## src/rtl/fetch_pkg.sv

```systemverilog
// fetch_pkg: shared defaults and types for the instruction fetch unit.
//   ADDR_WIDTH - ROM word-address / PC width
//   DATA_WIDTH - instruction width
//   RESET_PC   - fetch PC loaded while reset is asserted
//   fetch_entry_t - one prefetch FIFO entry {pc, instr} at the default widths
package fetch_pkg;

    localparam int ADDR_WIDTH = 8;
    localparam int DATA_WIDTH = 32;
    localparam logic [ADDR_WIDTH-1:0] RESET_PC = '0;

    typedef struct packed {
        logic [ADDR_WIDTH-1:0] pc;
        logic [DATA_WIDTH-1:0] instr;
    } fetch_entry_t;

endpackage

```

## src/rtl/fetch_fifo.sv

```systemverilog
// fetch_fifo: synchronous FIFO with a registered head word and a flush input.
//   clk_i, rst_ni   - clock, asynchronous active-low reset
//   push_i, wdata_i - write request and data (ignored while flush_i is high)
//   pop_i           - remove the head entry (caller only pops when non-empty)
//   flush_i         - empty the FIFO; an accompanying pop is simply absorbed
//   full_o, empty_o - occupancy flags from the pointer registers
//   head_data_o     - registered copy of the head entry; keeps its last value
//                     while the FIFO is empty
// Pointers carry one extra wrap bit so full and empty are distinguishable.
module fetch_fifo #(
    parameter int WIDTH = 40,
    parameter int DEPTH = 2
) (
    input  logic             clk_i,
    input  logic             rst_ni,
    input  logic             push_i,
    input  logic [WIDTH-1:0] wdata_i,
    input  logic             pop_i,
    input  logic             flush_i,
    output logic             full_o,
    output logic             empty_o,
    output logic [WIDTH-1:0] head_data_o
);

    localparam int AW = $clog2(DEPTH);
    localparam logic [AW:0] PTR_ONE = {{AW{1'b0}}, 1'b1};

    logic [AW:0]      wr_q, wr_d, rd_q, rd_d;
    logic [WIDTH-1:0] head_q, head_d;
    logic [WIDTH-1:0] mem_q [DEPTH];

    assign empty_o     = (wr_q == rd_q);
    assign full_o      = (wr_q[AW] != rd_q[AW]) && (wr_q[AW-1:0] == rd_q[AW-1:0]);
    assign head_data_o = head_q;

    // The head register is loaded with whatever entry will sit at rd_d after
    // this edge. If that slot is the one being written now, forward wdata_i.
    always_comb begin
        wr_d   = wr_q;
        rd_d   = rd_q;
        head_d = head_q;
        if (flush_i) begin
            wr_d = '0;
            rd_d = '0;
        end else begin
            if (push_i) wr_d = wr_q + PTR_ONE;
            if (pop_i)  rd_d = rd_q + PTR_ONE;
            if (rd_d != wr_d) begin
                if (push_i && (wr_q[AW-1:0] == rd_d[AW-1:0]))
                    head_d = wdata_i;
                else
                    head_d = mem_q[rd_d[AW-1:0]];
            end
        end
    end

    always_ff @(posedge clk_i or negedge rst_ni) begin
        if (!rst_ni) begin
            wr_q   <= '0;
            rd_q   <= '0;
            head_q <= '0;
            for (int i = 0; i < DEPTH; i++) mem_q[i] <= '0;
        end else begin
            wr_q   <= wr_d;
            rd_q   <= rd_d;
            head_q <= head_d;
            if (push_i && !flush_i) mem_q[wr_q[AW-1:0]] <= wdata_i;
        end
    end

endmodule

```

## src/rtl/instr_fetch.sv

```systemverilog
// instr_fetch: fetch-side initiator for a combinational instruction ROM.
//   clk, rst_n      - clock, asynchronous active-low reset
//   rom_addr        - ROM address, driven straight from the fetch PC register
//   rom_instr       - ROM data for rom_addr, same cycle
//   fetch_en        - 1 allows fetching; 0 freezes the PC (FIFO still drains)
//   redirect_valid  - one-cycle pulse: flush prefetched words, fetch redirect_pc
//   redirect_pc     - redirect target
//   out_valid/out_ready - valid/ready handshake to decode
//   out_instr/out_pc    - registered head of the prefetch FIFO
// Handshake: a word transfers on a rising edge where out_valid and out_ready
// are both 1; out_valid never depends on out_ready and out_* stay stable while
// out_valid=1 and out_ready=0.
module instr_fetch
    import fetch_pkg::*;
#(
    parameter int                    ADDR_WIDTH = fetch_pkg::ADDR_WIDTH,
    parameter int                    DATA_WIDTH = fetch_pkg::DATA_WIDTH,
    parameter int                    FIFO_DEPTH = 2,
    parameter logic [ADDR_WIDTH-1:0] RESET_PC   = fetch_pkg::RESET_PC
) (
    input  logic                  clk,
    input  logic                  rst_n,
    output logic [ADDR_WIDTH-1:0] rom_addr,
    input  logic [DATA_WIDTH-1:0] rom_instr,
    input  logic                  fetch_en,
    input  logic                  redirect_valid,
    input  logic [ADDR_WIDTH-1:0] redirect_pc,
    output logic                  out_valid,
    input  logic                  out_ready,
    output logic [DATA_WIDTH-1:0] out_instr,
    output logic [ADDR_WIDTH-1:0] out_pc
);

    localparam int EW = ADDR_WIDTH + DATA_WIDTH;
    localparam logic [ADDR_WIDTH-1:0] PC_ONE = {{(ADDR_WIDTH-1){1'b0}}, 1'b1};

    logic [ADDR_WIDTH-1:0] pc_q, pc_d;
    logic                  push, pop, full, empty;
    logic [EW-1:0]         head;

    assign pop  = out_valid & out_ready;
    // A full FIFO still accepts a push when its head leaves in the same cycle.
    assign push = fetch_en & ~redirect_valid & (~full | pop);

    always_comb begin
        pc_d = pc_q;
        if (redirect_valid)
            pc_d = redirect_pc;
        else if (push)
            pc_d = pc_q + PC_ONE;   // wraps modulo 2^ADDR_WIDTH
    end

    always_ff @(posedge clk or negedge rst_n) begin
        if (!rst_n) pc_q <= RESET_PC;
        else        pc_q <= pc_d;
    end

    fetch_fifo #(
        .WIDTH (EW),
        .DEPTH (FIFO_DEPTH)
    ) u_fifo (
        .clk_i       (clk),
        .rst_ni      (rst_n),
        .push_i      (push),
        .wdata_i     ({pc_q, rom_instr}),
        .pop_i       (pop),
        .flush_i     (redirect_valid),
        .full_o      (full),
        .empty_o     (empty),
        .head_data_o (head)
    );

    assign rom_addr  = pc_q;
    assign out_valid = ~empty;
    assign out_pc    = head[EW-1:DATA_WIDTH];
    assign out_instr = head[DATA_WIDTH-1:0];

endmodule

```

## config.mk

```make
export PLATFORM = sky130hd
export DESIGN_NAME = instr_fetch
export DESIGN_NICKNAME = d
export VERILOG_FILES = /design/src/rtl/fetch_pkg.sv /design/src/rtl/fetch_fifo.sv /design/src/rtl/instr_fetch.sv
export SDC_FILE = /design/constraint.sdc
export NUM_CORES = 1
export LEC_CHECK = 0
export CAP_MARGIN = 15
export CORE_MARGIN = 2
export CORE_UTILIZATION = 50
export CTS_CLUSTER_SIZE = 20
export DETAILED_ROUTE_END_ITERATION = 16
export MAX_ROUTING_LAYER = met4
export PLACE_DENSITY = 0.74
export SKIP_LAST_GASP = 1
export SYNTH_ARGS = -nofsm -noshare
export SYNTH_HDL_FRONTEND = slang
export SYNTH_HIERARCHICAL = 1
export SYNTH_SLANG_ARGS = --single-unit
```

## constraint.sdc

```tcl
create_clock -name clk -period 6.1 [get_ports clk]
set_clock_uncertainty 0.2 [all_clocks]
set_input_delay 0.915 -clock clk [delete_from_list [all_inputs] [get_ports clk]]
set_output_delay 0.915 -clock clk [all_outputs]
set_load 0.05 [all_outputs]
```

==> flow_summary.yaml <==
run_status:
  status: "complete, no violations"
placed_design:
  place.gp.congestion: 0.772
  post-dp-hpwl_um: 7800
  port_buffers: 93
  pre_cts_ws_ps: 1620
cts:
  post_cts_buffers: 0
  numCtsBuffers: 17
  cts_tree: "built"
  clk-insertion-delay-late_ps: 420
  clockRootBuffer: "clkbuf_16"
  clock_tree.buffer_depth: 2
  cts_hold_buf: 0
  clk_pin_slew_ps: 60
  cts_resized: 0
  clkSinkCount: 132
  cts.htree.levels: 4
logic_synthesis:
  yosysUniqueCellTypes: 39
  synth-seq-cells: 132
  async_reset_ff_frac: 1.00
  syn_avg_cell_area_um2: 15.1
  synth_seq_area_share: 0.510
  synth_edf_count: 0
  synth_nets: 474
  synthCells: 428
  synth_top_flop_cell: "dfrtp_1"
  ys_warn_count: 6
  netlist_area_um2: 6470
setup_path:
  criticalPathCategory: "in2reg"
  cp_max_fo: 26
  startpoint_type: "primary input"
  crit_path_cell_trace: "clkdlybuf4s50_1 > nor2b_1 > and2_1 > a2111oi_1 > a31oi_4 > buf_4 > mux2_2"
  cp.arrival_ps: 4190
  cpPeakStageDelay_ps: 910
  critPathSlowestCell: "clkdlybuf4s50_1"
  endpoint_kind: "flop"
  required_ps: 6200
cells_and_area:
  multiInputGateArea_um2: 3010
  drive_gt1_frac: 0.467
  final_core_utilization: 0.643
  seq_area_um2: 3300
  area_growth_pct: 25.3
  finalNetCount: 568
  nFillCells: 997
pwr:
  irDropWorstVdd_uv: 341
  power.density_nw_per_um2: 509
  leakagePower_nw: 3.69
grt:
  antenna_found_initial: 1
  grt_max_degree: 75
  overflow: 0
  grt_pass1_vias: 3990
  grt_pass1_wl_um: 20800
  track_usage: 0.198
sta:
  setup_tns_ps: 0
  fin_ws_ps: 2010
  rsz0062_at_grt: "false"
  maxClockFrequency_ghz: 0.244
  worstMarginPinSlew_ps: 957
  hold-worst-slack_ps: 252
  maxSlewViolCount: 0
  hold_viol: 0
  layout_min_cycle_time_ps: 4090
  setup_viol: 0
  period_share: 0.671
  maxSlewHeadroom: 0.360
detailed_routing:
  drtIter0Drc: 183
  drc_errors: 0
  vias: 3742
  wl_per_cell_um: 17.4
  wl_um: 12300
  drtPass1Iterations: 4
  drtAntennaViolNets: 0
  via_per_inst: 5.29
floorplan:
  ios: 94
  fp-row-count: 41
  fp.dieW_um: 118
  start_util: 0.513
  core_area_um2: 12600
  fp.dieH_um: 118
  design.die.area_um2: 13900
job:
  maxCapViolations: 0
hold_path:
  hold_class: "in2async"
[power by group]
part / switching [mW] / leakage [nW] / internal, mW
clock network: 0.374 / 0.282 / 0.595
registers: 0.176 / 1.62 / 1.18
logic: 0.887 / 1.78 / 0.916
total: 1.44 / 3.69 / 2.69
[logic make-up (layout without fill, tap and decap cells)]
logic type	after synthesis	in the layout	synth area share
and+or+nand+nor	34	34	0.0267
AOI/OAI and AO/OA	17	17	0.0203
DFF	132	132	0.510
xor gates and xnor gates	13	13	0.0205
other	0	1	0
muxes	202	202	0.392
adders and majority gates	1	1	0.00193
buffers and inverters	29	136	0.0288
[state kept, by name, summed over array words and instances, names as in the netlist]
register and flops:
u_fifo/head_data_o 40, u_fifo/mem_q 80, rom_addr 8, u_fifo/rd_q 2
u_fifo/wr_q 2
[layout by cell type, fill, tap and decap left out, drive strengths merged, types with 3 or more instances in the layout]
cell type	count
buf	8
clkbuf	17
clkdlybuf4s50	92
clkinv	11
dfrtp	132
inv	4
mux2	200
nand2	10
nand3	3
nand4	3
nor2	9
nor2b	3
o21ai	7
xnor2	9
xor2	4
[worst paths after layout]
| kind | from | end | slack [ps] | cells past startpoint |
|---|---|---|---|---|
| max | redirect_valid | u_fifo/head_data_o[14]$_DFFE_PN0P_ | 2010 | 7 |
| min | rst_n | u_fifo/mem_q[25]$_DFFE_PN0P_ | 250 | 1 |
| max reg2reg | u_fifo/rd_q[0]$_DFF_PN0_ | u_fifo/head_data_o[14]$_DFFE_PN0P_ | 2280 | 10 |
| min reg2reg | u_fifo/head_data_o[23]$_DFFE_PN0P_ | u_fifo/head_data_o[23]$_DFFE_PN0P_ | 300 | 1 |
| max in group asynchronous | rst_n | u_fifo/mem_q[3]$_DFFE_PN0P_ | 4120 | 2 |
| min in group clk | u_fifo/head_data_o[23]$_DFFE_PN0P_ | u_fifo/head_data_o[23]$_DFFE_PN0P_ | 300 | 1 |
[critical path, delay by kind of cell]
kind / cells / cell delay, ps
AOI/OAI and AO/OA: 2 / 650
muxes: 1 / 390
buffers and inverters: 2 / 1300
and+or+nand+nor: 2 / 920
[layout make-up]
cell class	instances	area share
flip-flops and latches	132	0.407
clock inverters	15	0.0174
well taps	172	0.0265
clock buffers	17	0.0524
multi-input cells	267	0.371
inverters	4	0.00185
diodes	1	0.000308
repair buffers	100	0.123
[synth_stat cells (2+ instances only)]
cell,number,area [um^2]
dfrtp_1,132,3300
mux2_2,130,1460
mux2_4,69,1040
nand2_1,10,37.5
clkbuf_1,9,33.8
nor2_1,9,33.8
buf_6,8,90.1
xnor2_1,8,70.1
o21ai_1,6,30.0
xor2_1,4,35.0
buf_4,3,22.5
inv_1,3,11.3
nand3_1,3,15.0
nand4_1,3,18.8
nor2b_1,3,18.8
a211oi_2,2,25.0
a21oi_1,2,10.0
buf_1,2,7.51
buf_2,2,10.0
[metal layers]
layer	up-vias	wire length [um]	global-route usage
met1	1914	5540	0.246
met4	0	220	0.0715
met3	17	503	0.0620
li1	1726	-	-
met5	-	0	-
met2	85	6030	0.307
[metrics by stage]
stage | instance area [um^2] | instances | power [mW]
2_1_floorplan | 6470 | 428 | 2.71
3_3_place_gp | 7540 | 675 | 3.14
3_5_place_dp | 7540 | 675 | 3.19
4_1_cts | 8110 | 707 | 4.18
5_1_grt | 8110 | 708 | 4.33
6_report | 8110 | 708 | 4.13
Note: power is estimated with default switching activity, not from simulation.
